[src/rtl/epp_reg_bank.sv]
// epp_reg_bank: register bank and byte-stream bridge behind the EPP port block.
// Host transfers are tracked through the port block's WAIT (EPP_BUSY) signal
// and committed once, on the cycle busy falls. Eight control registers are
// exported on CTRL. A status register and two byte FIFOs (OUT: host->fabric,
// IN: fabric->host) give software a simple streaming path into user logic.
module epp_reg_bank #(
    parameter int unsigned FIFO_AW = 4
) (
    input  logic        CLK,
    input  logic        RST,
    input  logic        EPP_BUSY,
    input  logic [7:0]  EPP_ADDR,
    input  logic [7:0]  EPP_DATA,
    input  logic        nDSTB,
    input  logic        nWRITE,
    output logic [7:0]  DATA_TX,
    output logic [63:0] CTRL,
    output logic [7:0]  OUT_DATA,
    output logic        OUT_VALID,
    input  logic        OUT_READY,
    input  logic [7:0]  IN_DATA,
    input  logic        IN_VALID,
    output logic        IN_READY
);

    localparam int unsigned      DEPTH       = 1 << FIFO_AW;
    localparam logic [FIFO_AW:0] LVL_FULL    = {1'b1, {FIFO_AW{1'b0}}};
    localparam logic [7:0]       ADDR_STATUS = 8'h08;
    localparam logic [7:0]       ADDR_DATA   = 8'h09;
    localparam logic [7:0]       ADDR_OUT_LV = 8'h0A;
    localparam logic [7:0]       ADDR_IN_LV  = 8'h0B;

    // transaction tracking
    logic busy_q, busy_d;
    logic wp_q, wp_d;
    logic rp_q, rp_d;
    logic commit;
    logic host_wr;
    logic host_rd;

    // register file and sticky status
    logic [7:0] reg_q [8];
    logic [7:0] reg_d [8];
    logic       ovf_q, ovf_d;
    logic       unf_q, unf_d;
    logic       ovf_set, ovf_clr;
    logic       unf_set, unf_clr;

    // OUT FIFO (host -> fabric)
    logic [7:0]         out_mem_q [DEPTH];
    logic [FIFO_AW-1:0] out_wr_ptr_q, out_wr_ptr_d;
    logic [FIFO_AW-1:0] out_rd_ptr_q, out_rd_ptr_d;
    logic [FIFO_AW:0]   out_lvl_q, out_lvl_d;
    logic               out_full, out_empty;
    logic               out_push, out_pop;

    // IN FIFO (fabric -> host)
    logic [7:0]         in_mem_q [DEPTH];
    logic [FIFO_AW-1:0] in_wr_ptr_q, in_wr_ptr_d;
    logic [FIFO_AW-1:0] in_rd_ptr_q, in_rd_ptr_d;
    logic [FIFO_AW:0]   in_lvl_q, in_lvl_d;
    logic               in_full, in_empty;
    logic               in_push, in_pop;

    // Pending-flag tracking: data strobes arm WP/RP, busy falling commits once.
    always_comb begin
        busy_d = EPP_BUSY;
        commit = busy_q && !EPP_BUSY;
        wp_d   = wp_q;
        rp_d   = rp_q;
        if (commit) begin
            wp_d = 1'b0;
            rp_d = 1'b0;
        end else if (EPP_BUSY && !nDSTB) begin
            if (nWRITE) begin
                rp_d = 1'b1;
            end else begin
                wp_d = 1'b1;
            end
        end
        host_wr = commit && wp_q;
        host_rd = commit && rp_q;
    end

    // Control register writes from committed host data writes.
    always_comb begin
        for (int unsigned i = 0; i < 8; i++) begin
            reg_d[i] = reg_q[i];
        end
        if (host_wr && (EPP_ADDR[7:3] == 5'd0)) begin
            reg_d[EPP_ADDR[2:0]] = EPP_DATA;
        end
    end

    // FIFO handshakes; a full OUT FIFO drops host bytes even if the fabric pops.
    always_comb begin
        out_full  = (out_lvl_q == LVL_FULL);
        out_empty = (out_lvl_q == '0);
        in_full   = (in_lvl_q == LVL_FULL);
        in_empty  = (in_lvl_q == '0);

        out_push  = host_wr && (EPP_ADDR == ADDR_DATA) && !out_full;
        out_pop   = !out_empty && OUT_READY;
        in_push   = IN_VALID && !in_full;
        in_pop    = host_rd && (EPP_ADDR == ADDR_DATA) && !in_empty;

        OUT_VALID = !out_empty;
        OUT_DATA  = out_mem_q[out_rd_ptr_q];
        IN_READY  = !in_full;
    end

    // OUT FIFO pointer and level bookkeeping.
    always_comb begin
        out_wr_ptr_d = out_wr_ptr_q;
        out_rd_ptr_d = out_rd_ptr_q;
        out_lvl_d    = out_lvl_q;
        if (out_push) begin
            out_wr_ptr_d = out_wr_ptr_q + 1'b1;
        end
        if (out_pop) begin
            out_rd_ptr_d = out_rd_ptr_q + 1'b1;
        end
        case ({out_push, out_pop})
            2'b10:   out_lvl_d = out_lvl_q + 1'b1;
            2'b01:   out_lvl_d = out_lvl_q - 1'b1;
            default: out_lvl_d = out_lvl_q;
        endcase
    end

    // IN FIFO pointer and level bookkeeping.
    always_comb begin
        in_wr_ptr_d = in_wr_ptr_q;
        in_rd_ptr_d = in_rd_ptr_q;
        in_lvl_d    = in_lvl_q;
        if (in_push) begin
            in_wr_ptr_d = in_wr_ptr_q + 1'b1;
        end
        if (in_pop) begin
            in_rd_ptr_d = in_rd_ptr_q + 1'b1;
        end
        case ({in_push, in_pop})
            2'b10:   in_lvl_d = in_lvl_q + 1'b1;
            2'b01:   in_lvl_d = in_lvl_q - 1'b1;
            default: in_lvl_d = in_lvl_q;
        endcase
    end

    // Sticky overflow/underflow flags: write-1-to-clear, a same-cycle set wins.
    always_comb begin
        ovf_set = host_wr && (EPP_ADDR == ADDR_DATA) && out_full;
        unf_set = host_rd && (EPP_ADDR == ADDR_DATA) && in_empty;
        ovf_clr = host_wr && (EPP_ADDR == ADDR_STATUS) && EPP_DATA[2];
        unf_clr = host_wr && (EPP_ADDR == ADDR_STATUS) && EPP_DATA[3];

        ovf_d = ovf_q;
        if (ovf_clr) begin
            ovf_d = 1'b0;
        end
        if (ovf_set) begin
            ovf_d = 1'b1;
        end

        unf_d = unf_q;
        if (unf_clr) begin
            unf_d = 1'b0;
        end
        if (unf_set) begin
            unf_d = 1'b1;
        end
    end

    // Host read-data mux, purely a function of the latched address.
    always_comb begin
        DATA_TX = 8'h00;
        if (EPP_ADDR[7:3] == 5'd0) begin
            DATA_TX = reg_q[EPP_ADDR[2:0]];
        end else begin
            case (EPP_ADDR)
                ADDR_STATUS: DATA_TX = {4'b0000, unf_q, ovf_q, out_full, in_empty};
                ADDR_DATA:   DATA_TX = in_empty ? 8'h00 : in_mem_q[in_rd_ptr_q];
                ADDR_OUT_LV: DATA_TX = 8'(out_lvl_q);
                ADDR_IN_LV:  DATA_TX = 8'(in_lvl_q);
                default:     DATA_TX = 8'h00;
            endcase
        end
    end

    // Control registers flattened onto CTRL, REG0 in the low byte.
    always_comb begin
        CTRL = '0;
        for (int unsigned i = 0; i < 8; i++) begin
            CTRL[i*8 +: 8] = reg_q[i];
        end
    end

    // State flops with asynchronous reset.
    always_ff @(posedge CLK or posedge RST) begin
        if (RST) begin
            busy_q       <= 1'b0;
            wp_q         <= 1'b0;
            rp_q         <= 1'b0;
            ovf_q        <= 1'b0;
            unf_q        <= 1'b0;
            out_wr_ptr_q <= '0;
            out_rd_ptr_q <= '0;
            out_lvl_q    <= '0;
            in_wr_ptr_q  <= '0;
            in_rd_ptr_q  <= '0;
            in_lvl_q     <= '0;
            for (int unsigned i = 0; i < 8; i++) begin
                reg_q[i] <= '0;
            end
        end else begin
            busy_q       <= busy_d;
            wp_q         <= wp_d;
            rp_q         <= rp_d;
            ovf_q        <= ovf_d;
            unf_q        <= unf_d;
            out_wr_ptr_q <= out_wr_ptr_d;
            out_rd_ptr_q <= out_rd_ptr_d;
            out_lvl_q    <= out_lvl_d;
            in_wr_ptr_q  <= in_wr_ptr_d;
            in_rd_ptr_q  <= in_rd_ptr_d;
            in_lvl_q     <= in_lvl_d;
            for (int unsigned i = 0; i < 8; i++) begin
                reg_q[i] <= reg_d[i];
            end
        end
    end

    // FIFO storage; contents need no reset since levels gate visibility.
    always_ff @(posedge CLK) begin
        if (out_push) begin
            out_mem_q[out_wr_ptr_q] <= EPP_DATA;
        end
        if (in_push) begin
            in_mem_q[in_wr_ptr_q] <= IN_DATA;
        end
    end

endmodule

[config.mk]
export PLATFORM = sky130hd
export DESIGN_NAME = epp_reg_bank
export DESIGN_NICKNAME = d
export VERILOG_FILES = /design/src/rtl/epp_reg_bank.sv
export SDC_FILE = /design/constraint.sdc
export NUM_CORES = 1
export LEC_CHECK = 0
export BUFFER_PORTS_ARGS = -buffer_cell sky130_fd_sc_hd__clkbuf_2
export CAP_MARGIN = 0
export CORE_ASPECT_RATIO = 1.1
export CORE_MARGIN = 2
export CORE_UTILIZATION = 60
export DETAILED_ROUTE_END_ITERATION = 10
export PLACE_DENSITY = 0.8
export SYNTH_ARGS = -nofsm -noshare
export SYNTH_HDL_FRONTEND = slang
export SYNTH_SLANG_ARGS = --single-unit
export TNS_END_PERCENT = 30
[constraint.sdc]
create_clock -name CLK -period 5.4 [get_ports CLK]
set_input_delay 0 -clock CLK [delete_from_list [all_inputs] [get_ports CLK]]
set_output_delay 0 -clock CLK [all_outputs]
set_load 0.05 [all_outputs]
# Word level (Yosys, flattened, before mapping)
# Memory sizes are Yosys's and may differ from the RTL's.
# Index checks and enable logic that the tools add are counted.
op_classes:
  n_addsub: 8
  mul: 0
  n_div: 0
  n_lt_le_gt_ge: 2
  eq_ne: 11
  shift: 0
  muxes: 25
  n_bitwise: 1
  reduce_logical: 34
op_table:
  columns: ["cell", "count"]
  rows:
  - ["bitwise mux 64 bit", 1]
  - ["two-way mux 8 bit", 5]
  - ["equality test 8 x 4 -> 1 bit (second input constant)", 4]
  - ["one-hot mux 8 bit (4 select lines)", 1]
  - ["binary-select mux 8 bit (select 3 bit)", 1]
  - ["demux 8 bit (select 3 bit)", 1]
  - ["one-hot mux 5 bit (2 select lines)", 2]
  - ["logical AND 1 bit", 17]
  - ["adder 4 x 1 -> 4 bit (second input constant)", 4]
  - ["logical NOT 5 bit", 3]
  - ["two-way mux 1 bit", 14]
  - ["nonzero test 2 bit", 6]
  - ["adder 5 x 1 -> 5 bit (second input constant)", 2]
  - ["equality test 5 bit (second input constant)", 2]
  - ["subtractor 5 x 1 -> 5 bit (second input constant)", 2]
  - ["logical NOT 1 bit", 6]
  - ["equality test 2 x 1 -> 1 bit (second input constant)", 2]
  - ["equality test 2 bit (second input constant)", 2]
  - ["greater-or-equal comparator 4 bit (second input constant)", 1]
  - ["less-than comparator 4 x 1 -> 1 bit (second input constant)", 1]
  - ["NOT 3 -> 4 bit", 1]
  - ["AND reduction 2 bit", 2]
  - ["inequality test 2 x 1 -> 1 bit (second input constant)", 1]
totals:
  reg_bits: 95
  latch_bits: 0
  mem_bits_rw: 256
  mem_bits_ro: 0
  input_bits: 31
  out_inout_bits: 82
  word_cells: 102
  n_memories: 2
mem_list:
  columns: ["memory", "depth", "width", "rd", "rd_ports_with_merged_regs", "write_ports", "line", "rtl"]
  rows:
  - ["in_mem_q", 16, 8, 1, 0, 1, "58", "logic [7:0] in_mem_q [DEPTH];"]
  - ["out_mem_q", 16, 8, 1, 0, 1, "50", "logic [7:0] out_mem_q [DEPTH];"]

# Logic depth before layout (Yosys ltp)
# Gate-level depths: netlist (run 1).
logic_depth:
  ltp_word: 7
  ltp_mapped: 15
  mapped_depth_nobuf: 12

# Least setup slack after synthesis (run 1)
# Ideal clock, no wire load.
synth_timing:
  path_type: "register to register"
  startpoint: "reg in_lvl_q[1]"
  endpoint: "reg in_lvl_q[4]"
  setup_time_ps: 79
  arrival_ps: 2987
  required_ps: 5321
  path_slack_ps: 2333
  stages_incl_launch_ff: 16
  path_buffers: 3
  period_less_slack_ps: 3067
  path_cell_list: "dfrtp_1 -> clkbuf_1 -> nor4_1 -> nand2_1 -> and2_1 -> clkbuf_1 -> inv_1 -> ha_1 -> clkbuf_1 -> xor2_1 -> ha_1 -> nand2_1 -> nor2_1 -> o21ai_0 -> a31oi_1 -> xor2_1"
synth_between:
  elab_chain_cells: 5
  elab_cells_between_ends: 12
  classes_between: "add/sub (2); eq/ne (3); mux (1); reduce/logical (6)"
synth_rtl:
  columns: ["item", "line", "rtl"]
  rows:
  - ["start, declared", "61", "logic [FIFO_AW:0] in_lvl_q, in_lvl_d;"]
  - ["start signal, assigned", "224", "in_lvl_q <= in_lvl_d;"]
  - ["equality test 5 bit (*)", "99", "in_full = (in_lvl_q == LVL_FULL);"]
  - ["logical NOT 1 bit (*)", null, null]
  - ["named net IN_READY", "23", "output logic IN_READY"]
  - ["logical AND 1 bit (*)", "104", "in_push = IN_VALID && !in_full;"]
  - ["equality test 2 x 1 -> 1 bit or equality test 2 bit (tied branches)", "141", "case ({in_push, in_pop})"]
  - ["one-hot mux 5 bit (2 select lines) or nonzero test 2 bit (tied branches)", null, null]
# The timed path passes the listed nets; every way through them passes the cells marked *.
# A chain may end at the register's enable or synchronous reset.

# Worst setup path after layout (run 1)
layout_timing:
  startpoint: "in EPP_ADDR[6]"
  endpoint: "reg out_lvl_q[4]"
layout_between:
  elab_chain_cells: 5
  elab_cells_between_ends: 7
  classes_between: "eq/ne (3); mux (1); reduce/logical (3)"
layout_rtl:
  columns: ["item", "line", "rtl"]
  rows:
  - ["start, declared", "12", "input logic [7:0] EPP_ADDR,"]
  - ["equality test 8 x 4 -> 1 bit (*)", "102", "out_push = host_wr && (EPP_ADDR == ADDR_DATA) && !out_full;"]
  - ["logical AND 1 bit (*) (2 in a row)", "102", null]
  - ["equality test 2 x 1 -> 1 bit or equality test 2 bit (tied branches)", "123", "case ({out_push, out_pop})"]
  - ["one-hot mux 5 bit (2 select lines) or nonzero test 2 bit (tied branches)", null, null]
  - ["end signal, assigned", "221", "out_lvl_q <= out_lvl_d;"]
  - ["end, declared", "53", "logic [FIFO_AW:0] out_lvl_q, out_lvl_d;"]
# Every way passes the cells marked *; elsewhere a longest branch is shown, timed or not.

==> qor.csv, run 1 <==
metric,value,unit
status,completed,
placed_area,0.0156,mm2
drt_pre_antenna_iters,6,
clockPowerShare,32.6,%
final_antenna_net_count,0,
async_flop_share,27.1,%
p_int,4.91,mW
clk-insertion-delay-late,0.53,ns
post-dp-hpwl,19.5,mm
worst_pin_slew,1.14,ns
htree_levels,2,
dpl.cell_count,1204,
p_leak,6.39,nW
synthDistinctLibCells,45,
area_growth,14.5,%
worstSetupStartpointType,primary input,
postCtsSetupRepairBufs,0,
startpoint,EPP_ADDR[6],
finalClockSkew,0.0238,ns
drive_above_1_share,34.7,%
synth_flop_cell,edfxtp_1,
grt_usage,24.5,%
cts_tree,built,
required,5.84,ns
swShare,28.8,%
p_switching,1.98,mW
num_vias,7948,
cts_root_buffer,clkbuf_16,
clk_pin_slew,0.06,ns
setup_viol,0,
start_util,60.6,%
yosysSeqAreaShare,68.3,%
fmax,0.283,GHz
drtIter0Drc,718,
crit_type,primary input to register,
die_area,0.0258,mm2
wl,31.1,mm
timing.final.crit_period,3.54,ns
avgRoutedWirePerCell,24.1,um
fin_crit_sh,65.5,%
min_path_type,primary input to asynchronous set/reset pin,
slew_viol_final,0,
port_buffers,112,
drv_cap,0,
synth_edf_count,256,
coreArea,0.0243,mm2
gp_congestion,0.808,
synth_cells,810,
grt_pass1_wl,47.8,mm
diodes,0,
fp.dieW,153,um
viasPerCell,6.18,
fin_area,0.0169,mm2
end_kind,register,
first_global_vias,8149,
grt_max_degree,67,
path_max_fanout,13,
p_comb_share,20.2,%
powerDensity,408,mW/mm2
slew_headroom,23.9,%
fin_nets,999,
syn_nets,859,
synth_seq_cells,351,
rows,60,
pwr-share-seq,47.2,%
grt_overflow_total,0,
drc_errors,0,
antenna_found_initial,0,
irDropWorstVdd,0.305,mV
final_cells,1287,
num_io_pins,113,
avgSynthCellArea,18.2,um2
tns,0,ns
hold_violations,0,
cp_data_arrival_time,3.97,ns
rr_startpoint,out_lvl_q[0],
synth_area,0.0147,mm2
yosys_warnings,0,
numCtsBuffers,35,
rsz0062_at_grt,false,
cts.path.max_buffers,3,
p_total,6.89,mW
fp.dieH,168,um
fin_util,69.4,%
cts_sinks,351,
power by group through the flow:
stage / Sequential [mW] / Combinational, mW / Clock, mW
global route: 3.27 / 1.49 / 2.39
CTS: 3.25 / 1.41 / 2.28
global placement: 3.29 / 1.37 / 0
floorplan: 3.22 / 1.11 / 0
finish: 3.25 / 1.39 / 2.25
detailed placement: 3.30 / 1.39 / 0
cell usage after synthesis (15+ instances only):
cell type / n / area, um2
inv_1: 17 / 63.8
nor2_1: 26 / 97.6
edfxtp_1: 256 / 7690
nand2_1: 24 / 90.1
mux2_1: 16 / 180
mux2i_1: 15 / 150
clkbuf_1: 18 / 67.6
o21ai_0: 23 / 115
ha_1: 17 / 213
mux2_2: 66 / 743
mux4_2: 86 / 1940
xnor2_1: 15 / 131
dfrtp_1: 95 / 2380
buf_2: 16 / 80.1
state kept, by name, indices dropped and copies added, names as in the netlist, 4 cells and up:
signal and cells:
out_lvl_q 5, out_wr_ptr_q 4, in_wr_ptr_q 4, in_mem_q 128, out_mem_q 128, out_rd_ptr_q 4, in_lvl_q 5, in_rd_ptr_q 4
CTRL 64
what timing repair did:
action | in CTS | in global routing
hold buffers | 19 | 0
endpoints found under the hold margin | 166 | 0
setup endpoints to repair | 0 | 0
gates resized for setup | 0 | 0
final cells by class:
type / count / area, um2
fillers: 1564 / 7440
clock inverters: 16 / 114
inverters: 17 / 66.3
well taps: 310 / 388
repair buffers: 146 / 863
clock buffers: 48 / 955
multi-input cells: 399 / 4430
flip-flops and latches: 351 / 10100
per-stage QoR:
step                      setup WS [ns]  hold slack (ns)
after CTS                          1.87           0.0101
final                              1.86           0.0337
after floorplan                    2.33           0.0314
after global routing               1.61           0.0503
after detailed placement           2.03          0.00712
after global placement             2.25          0.00812
worst paths after layout:
path / depth (start not counted) / end / slack [ns]
worst max register to register: 11 / out_lvl_q[4] / 2.26
worst max-delay path: 13 / out_lvl_q[4] / 1.86
worst min-delay path: 3 / CTRL[60] / 0.03
worst min register to register: 2 / ovf_q / 0.48
max in group asynchronous: 4 / out_rd_ptr_q[0] / 4.14
min in group CLK: 1 / out_mem_q[8][6] / 0.05
layout by cell type (no fill, tap or decap), drive strengths merged, types with 18 or more instances in the layout:
master       Yosys  routed
mux4            86      86
dlygate4sd3      0      19
mux2            82      82
nor2            29      29
nand2           24      24
dfrtp           95      95
edfxtp         256     256
inv             17      18
clkbuf          18     160
o21ai           23      23
cell families after synthesis:
| group | Yosys count | share of synthesized area [%] |
|---|---|---|
| flops | 351 | 68.3 |
| mux | 183 | 20.4 |
| simple gates | 126 | 4.74 |
| buf+inv | 60 | 1.66 |
| compound gates | 50 | 2.00 |
| xor+xnor | 22 | 1.31 |
| fa+ha+maj | 18 | 1.58 |
per-layer routing:
layer  wire [um]  global-route usage [%]  vias to the layer above
li1            -                       -                     3468
met1       12100                    32.9                     4095
met2       16000                    40.8                      319
met3        2040                    4.92                       66
met4         977                    8.62                        0
met5           0                       0                        -
critical path, cell delays in order:
cell and delay [ns]:
dlygate4sd3_1 0.53, clkbuf_2 0.10, or3_4 0.34, dlygate4sd3_1 0.58, nor2_2 0.25, nand4_1 0.54
ha_1 0.51, ha_1 0.33, nor2b_1 0.14, o21ai_0 0.18, a21oi_1 0.09, nor3_1 0.22
xnor2_1 0.15
No activity file was read; power rests on OpenSTA's default activity.
==> run 2, diff against run 1 <==
--- a/config.mk
+++ b/config.mk
@@ -5,13 +5,14 @@
 export SDC_FILE = /design/constraint.sdc
 export NUM_CORES = 1
 export LEC_CHECK = 0
+export ABC_AREA = 1
 export BUFFER_PORTS_ARGS = -buffer_cell sky130_fd_sc_hd__clkbuf_2
 export CAP_MARGIN = 0
 export CORE_ASPECT_RATIO = 1.1
 export CORE_MARGIN = 2
-export CORE_UTILIZATION = 60
+export CORE_UTILIZATION = 54
 export DETAILED_ROUTE_END_ITERATION = 10
-export PLACE_DENSITY = 0.8
+export PLACE_DENSITY = 0.76
 export SYNTH_ARGS = -nofsm -noshare
 export SYNTH_HDL_FRONTEND = slang
 export SYNTH_SLANG_ARGS = --single-unit
==> constraint.sdc (replaced) <==
create_clock -name CLK -period 3.2 [get_ports CLK]
set_input_delay 0 -clock CLK [delete_from_list [all_inputs] [get_ports CLK]]
set_output_delay 0 -clock CLK [all_outputs]
set_load 0.05 [all_outputs]
==> run 2 against run 1 <==
Effect of this change:
- global-route usage is 1.3 points higher
- largest cell class unchanged
- worst hold slack worse by 0.021 ns
- design area is 2.7% higher
==> qor.csv, run 2 <==
metric,value,unit
drt_pre_antenna_iters,5,
fp.dieH,179,um
min_path_type,primary input to register,
cts.path.max_buffers,3,
grt_overflow_total,0,
rows,64,
critPathBufInv,3,
async_flop_share,27.1,%
synth_seq_cells,351,
coreArea,0.0276,mm2
syn_nets,1451,
end_kind,output pin,
grt_usage,25.8,%
postCtsSetupRepairBufs,0,
drc_errors,0,
worstSetupStartpointType,register,
cp_data_arrival_time,2.98,ns
fin_area,0.0173,mm2
setup_viol,0,
numCtsBuffers,37,
synth_area,0.0151,mm2
fmax,0.336,GHz
layout_common_cells,"nand2_1, edfxtp_1, nor2_1",
cp_top_family,buffers and inverters,
min_to,unf_q,
area_growth,15.2,%
rsz0062_at_grt,false,
ff2ff_path_depth,16,
irDropWorstVdd,0.818,mV
fp.dieW,163,um
grt_pass1_wl,58.0,mm
avgSynthCellArea,10.7,um2
gp_congestion,0.904,
synth.area.top_cells,"edfxtp_1, dfrtp_1, nand2_1",
fin_crit_sh,93.0,%
synth_edf_count,256,
wl,37.4,mm
yosys_warnings,0,
synth_top_area_share,51.1,%
placed_area,0.0160,mm2
ff2ff_setup_slack,0.49,ns
crit_type,register to output pin,
timing.rr.end,out_lvl_q[3],
clk_pin_slew,0.06,ns
cts_sinks,351,
diodes,0,
drtIter0Drc,1301,
first_global_vias,10614,
powerDensity,708,mW/mm2
worstPathCellList,clkinv_1 > buf_4 > nand2_1 > nand3_1 > nand3_1 > nand3_1 > nand2_1 > nand2_1 > a21oi_1 > clkbuf_2,
avgRoutedWirePerCell,19.5,um
port_buffers,112,
grt_max_degree,79,
htree_levels,2,
num_vias,10980,
tns,0,ns
slew_viol_final,0,
start_util,54.5,%
p_leak,6.87,nW
path_max_fanout,25,
critical_path.max_stage_delay,0.60,ns
synthDistinctLibCells,34,
slew_headroom,37.9,%
drive_above_1_share,13.6,%
num_io_pins,113,
min_from,EPP_ADDR[7],
yosysTopAreaCell,edfxtp_1,
antenna_found_initial,1,
synth_cells,1402,
viasPerCell,5.72,
status,completed,
worst_pin_slew,0.930,ns
timing.final.crit_period,2.98,ns
die_area,0.0292,mm2
drv_cap,0,
yosysSeqAreaShare,66.8,%
yosys-top-cells-count,"nand2_1, edfxtp_1, nor2_1, o21ai_0, dfrtp_1",
rr_startpoint,busy_q,
min_path_cells,6,
required,3.20,ns
final_antenna_net_count,0,
cts_tree,built,
post-dp-hpwl,24.1,mm
finalClockSkew,0.0276,ns
hold_violations,0,
synth_flop_cell,edfxtp_1,
cpMaxStageDelayCell,clkinv_1,
fill_cells,2203,
layout_commonest_cell,nand2_1,
cts_root_buffer,clkbuf_16,
fin_nets,1579,
synth_most_common_cell,nand2_1,
clk-insertion-delay-late,0.52,ns
## run 2: kinds of logic (layout without fill, tap and decap cells)
group | Yosys count | count (layout) | share of synthesized area, %
buf+inv | 157 | 312 | 4.20
fa+ha+maj | 18 | 18 | 1.55
flops | 351 | 351 | 66.8
compound gates | 272 | 272 | 10.2
simple gates | 585 | 585 | 16.1
xor+xnor | 19 | 19 | 1.11
## run 2: routing by layer
metal  global-route usage, %  vias to the layer above  wire length, um
met3                    4.79                       86             2880
met5                       0                        -                0
met1                    35.4                     5269            15500
met2                    41.5                      508            17700
met4                    9.29                        0             1290
li1                        -                     5117                -
## run 2: worst min-delay path, cell delays in order
cell      delay [ns]
clkbuf_2        0.08
nor2_1          0.04
nand3_2         0.10
nor2_1          0.12
nand3_1         0.07
o21ai_0         0.08
## run 2: worst max-delay path by stage
stage	depth (start not counted)	to	startpoint	slack (ns)
4_1_cts	10	DATA_TX[0]	in_rd_ptr_q[0]	0.22
3_3_place_gp	15	out_lvl_q[4]	busy_q	0.69
3_5_place_dp	16	in_lvl_q[4]	EPP_ADDR[4]	0.56
5_1_grt	10	DATA_TX[0]	in_rd_ptr_q[0]	0.05
6_report	10	DATA_TX[0]	in_rd_ptr_q[0]	0.22
2_1_floorplan	14	in_lvl_q[4]	in_lvl_q[0]	0.43
## run 2: layout make-up
cell class	count	area, um2	share of cell area, %
clock buffers	54	1080	6.24
clock inverters	12	98.8	0.570
inverters	92	348	2.01
multi-input cells	894	4360	25.1
flip-flops and latches	351	10100	58.0
well taps	363	454	2.62
repair buffers	154	936	5.40
## run 2: stage by stage
stage	power [mW]	utilization (%)	worst slack (ns)	hold WS [ns]	cells
3_5_place_dp	8.13	57.8	0.564	0.0899	1835
5_1_grt	12.8	62.8	0.0464	0.0344	1920
3_3_place_gp	8.07	57.8	0.686	0.0871	1835
2_1_floorplan	7.36	-	0.426	0.0314	1402
6_report	12.3	62.8	0.225	0.0123	1920
4_1_cts	12.3	62.8	0.225	0.00586	1920
## run 2: what timing repair did
action | CTS | global route
hold endpoints to repair | 219 | 0
resized for setup | 0 | 0
setup endpoints to repair | 0 | 0
hold buffers | 19 | 0
## run 2: report_power, final
group          internal, mW  switching [mW]  total, mW
Sequential             5.19           0.228       5.42
Clock                  2.44            1.71       4.15
Combinational         0.726            1.98       2.70
==> run 3, diff against run 2 <==
--- a/config.mk
+++ b/config.mk
@@ -10,10 +10,8 @@
 export CAP_MARGIN = 0
 export CORE_ASPECT_RATIO = 1.1
 export CORE_MARGIN = 2
-export CORE_UTILIZATION = 54
+export CORE_UTILIZATION = 30
 export DETAILED_ROUTE_END_ITERATION = 10
-export PLACE_DENSITY = 0.76
 export SYNTH_ARGS = -nofsm -noshare
 export SYNTH_HDL_FRONTEND = slang
 export SYNTH_SLANG_ARGS = --single-unit
-export TNS_END_PERCENT = 30
==> run 3 against run 2 <==
Effect of this change:
- total power is 6.9% higher
- design area grew 4.4%
- non-clock buffer count grew 16
- via count is 1.1% lower
- die area rose by 78%
- first-iteration DRC count is 33% lower
- register-to-register slack gained 0.04 ns
- maximum frequency grew 7.7%
- sequential power fell by 0.7%
- critical path type unchanged
- critical endpoint unchanged
- largest power group unchanged
==> qor.csv, run 3 (same netlist as run 2, synthesis figures left out) <==
metric,value,unit
viasPerCell,4.85,
gp_congestion,0.844,
fin_area,0.0181,mm2
htree_levels,2,
antenna_found_initial,1,
worstPathCellList,inv_1 > buf_4 > nand3_1 > nand3_1 > nand3_1 > nand2_1 > nand2_1 > a21oi_1 > clkbuf_2,
fp.dieH,239,um
min_path_type,primary input to register,
grt_pass1_wl,63.3,mm
crit_type,register to output pin,
path_depth,9,
postCtsSetupRepairBufs,0,
timing.final.crit_period,2.76,ns
status,completed,
rsz0062_at_grt,false,
slew_headroom,40.9,%
wl,41.5,mm
p_int,9.02,mW
final_cells,2240,
cts.path.max_buffers,3,
drtIter0Drc,871,
end_kind,output pin,
post-dp-hpwl,27.4,mm
die_area,0.0520,mm2
rows,86,
critPathBufInv,3,
ff2ff_setup_slack,0.53,ns
required,3.20,ns
first_global_vias,10609,
p_switching,4.10,mW
drt_pre_antenna_iters,5,
drive_above_1_share,14.5,%
cts_root_buffer,clkbuf_16,
num_vias,10860,
clockPowerShare,37.5,%
hold-worst-slack,0.0419,ns
drv_cap,0,
powerDensity,725,mW/mm2
slew_viol_final,0,
worst_pin_slew,0.883,ns
grt_max_degree,79,
worstSetupStartpointType,register,
layout_common_cells,"nand2_1, edfxtp_1, nor2_1",
cp_top_family,buffers and inverters,
cts_sinks,351,
clk_pin_slew,0.06,ns
path_common_cell,nand3_1,
preCtsSetupSlack,0.441,ns
numCtsBuffers,40,
rr_startpoint,busy_q,
coreArea,0.0498,mm2
cp_data_arrival_time,2.76,ns
hold_violations,0,
grt_overflow_total,0,
path_max_fanout,41,
tns,0,ns
fp.dieW,218,um
layout_commonest_cell,nand2_1,
p_leak,7.06,nW
cts_resized,0,
avgRoutedWirePerCell,18.5,um
timing.rr.end,out_lvl_q[4],
finalClockSkew,0.0225,ns
drc_errors,0,
min_from,EPP_DATA[2],
placed_area,0.0165,mm2
num_io_pins,113,
start_util,30.2,%
p_comb_share,21.5,%
fmax,0.362,GHz
swShare,31.3,%
setup_viol,0,
ff2ff_path_depth,15,
area_growth,20.2,%
clk-insertion-delay-late,0.56,ns
min_to,out_mem_q[11][2],
cpMaxStageDelayCell,a21oi_1,
port_buffers,112,
fin_crit_sh,86.3,%
fin_nets,1598,
dpl.cell_count,2145,
irDropWorstVdd,0.929,mV
setup_slack,0.439,ns
pwr-share-seq,41.0,%
final_antenna_net_count,0,
cts_tree,built,
grt_usage,15.9,%
critical_path.max_stage_delay,0.43,ns
min_path_cells,1,
[run 3: changes by cell type in the layout (fill, tap and decap cells not counted), sizes merged, moves of 3 or more]
| cell | before | now |
|---|---|---|
| buf | 23 | 36 |
| bufinv | 1 | 8 |
| clkbuf | 166 | 161 |
| clkinv | 14 | 18 |
| dlygate4sd3 | 19 | 22 |
[run 3: stage by stage]
stage | total power [mW] | util (%)
after global routing | 13.7 | 36.3
final | 13.1 | 36.3
after global placement | 8.19 | 33.1
after detailed placement | 8.27 | 33.1
after floorplan | 7.36 | -
after CTS | 13.2 | 36.3
[run 3: how the worst max path moves through the flow]
stage,slack (ns),from,endpoint
after floorplan,0.43,in_lvl_q[0],in_lvl_q[4]
after global placement,0.56,EPP_ADDR[4],in_lvl_q[4]
after detailed placement,0.44,EPP_ADDR[4],in_lvl_q[4]
after CTS,0.45,in_rd_ptr_q[1],DATA_TX[0]
after global routing,0.17,busy_q,out_lvl_q[4]
final,0.44,in_rd_ptr_q[1],DATA_TX[0]
[run 3: cell type report]
cell class	instances	area, um2
multi-input cells	894	4360
clock inverters	23	323
fillers	4896	31700
clock buffers	49	1090
inverters	92	348
flip-flops and latches	351	10100
repair buffers	170	1090
diodes	1	2.50
well taps	660	826
[run 3: metal layers]
metal | share of wire, % | wire, um | vias to the layer above | GRT usage (%)
met5 | 0 | 0 | - | 0
met4 | 2.7 | 1120 | 0 | 5.54
met3 | 5.2 | 2170 | 60 | 2.42
met2 | 50 | 20700 | 309 | 27.1
met1 | 42 | 17500 | 5333 | 20.6
li1 | - | - | 5158 | -
[run 3: repair_timing]
action                     CTS  global route
setup endpoints to repair    0             0
hold buffers                22             0
hold endpoints to repair   309             0
[run 3: worst reg2reg max path, delay by kind of cell, from the launching register on]
| family | cells | cell delay [ns] |
|---|---|---|
| adder cells (fa/ha/maj) | 2 | 0.63 |
| AO/OA/AOI/OAI | 2 | 0.22 |
| flip-flops | 1 | 0.32 |
| buffers and inverters | 4 | 0.33 |
| AND/OR/NAND/NOR | 6 | 0.93 |
| XOR/XNOR | 1 | 0.17 |
[run 3: power by group through the flow]
stage	logic [mW]	clock network [mW]	registers (mW)
after CTS	2.83	5.01	5.38
after floorplan	1.91	0	5.44
after global routing	3.12	5.19	5.41
final	2.82	4.92	5.38
after global placement	2.74	0	5.45
after detailed placement	2.80	0	5.47
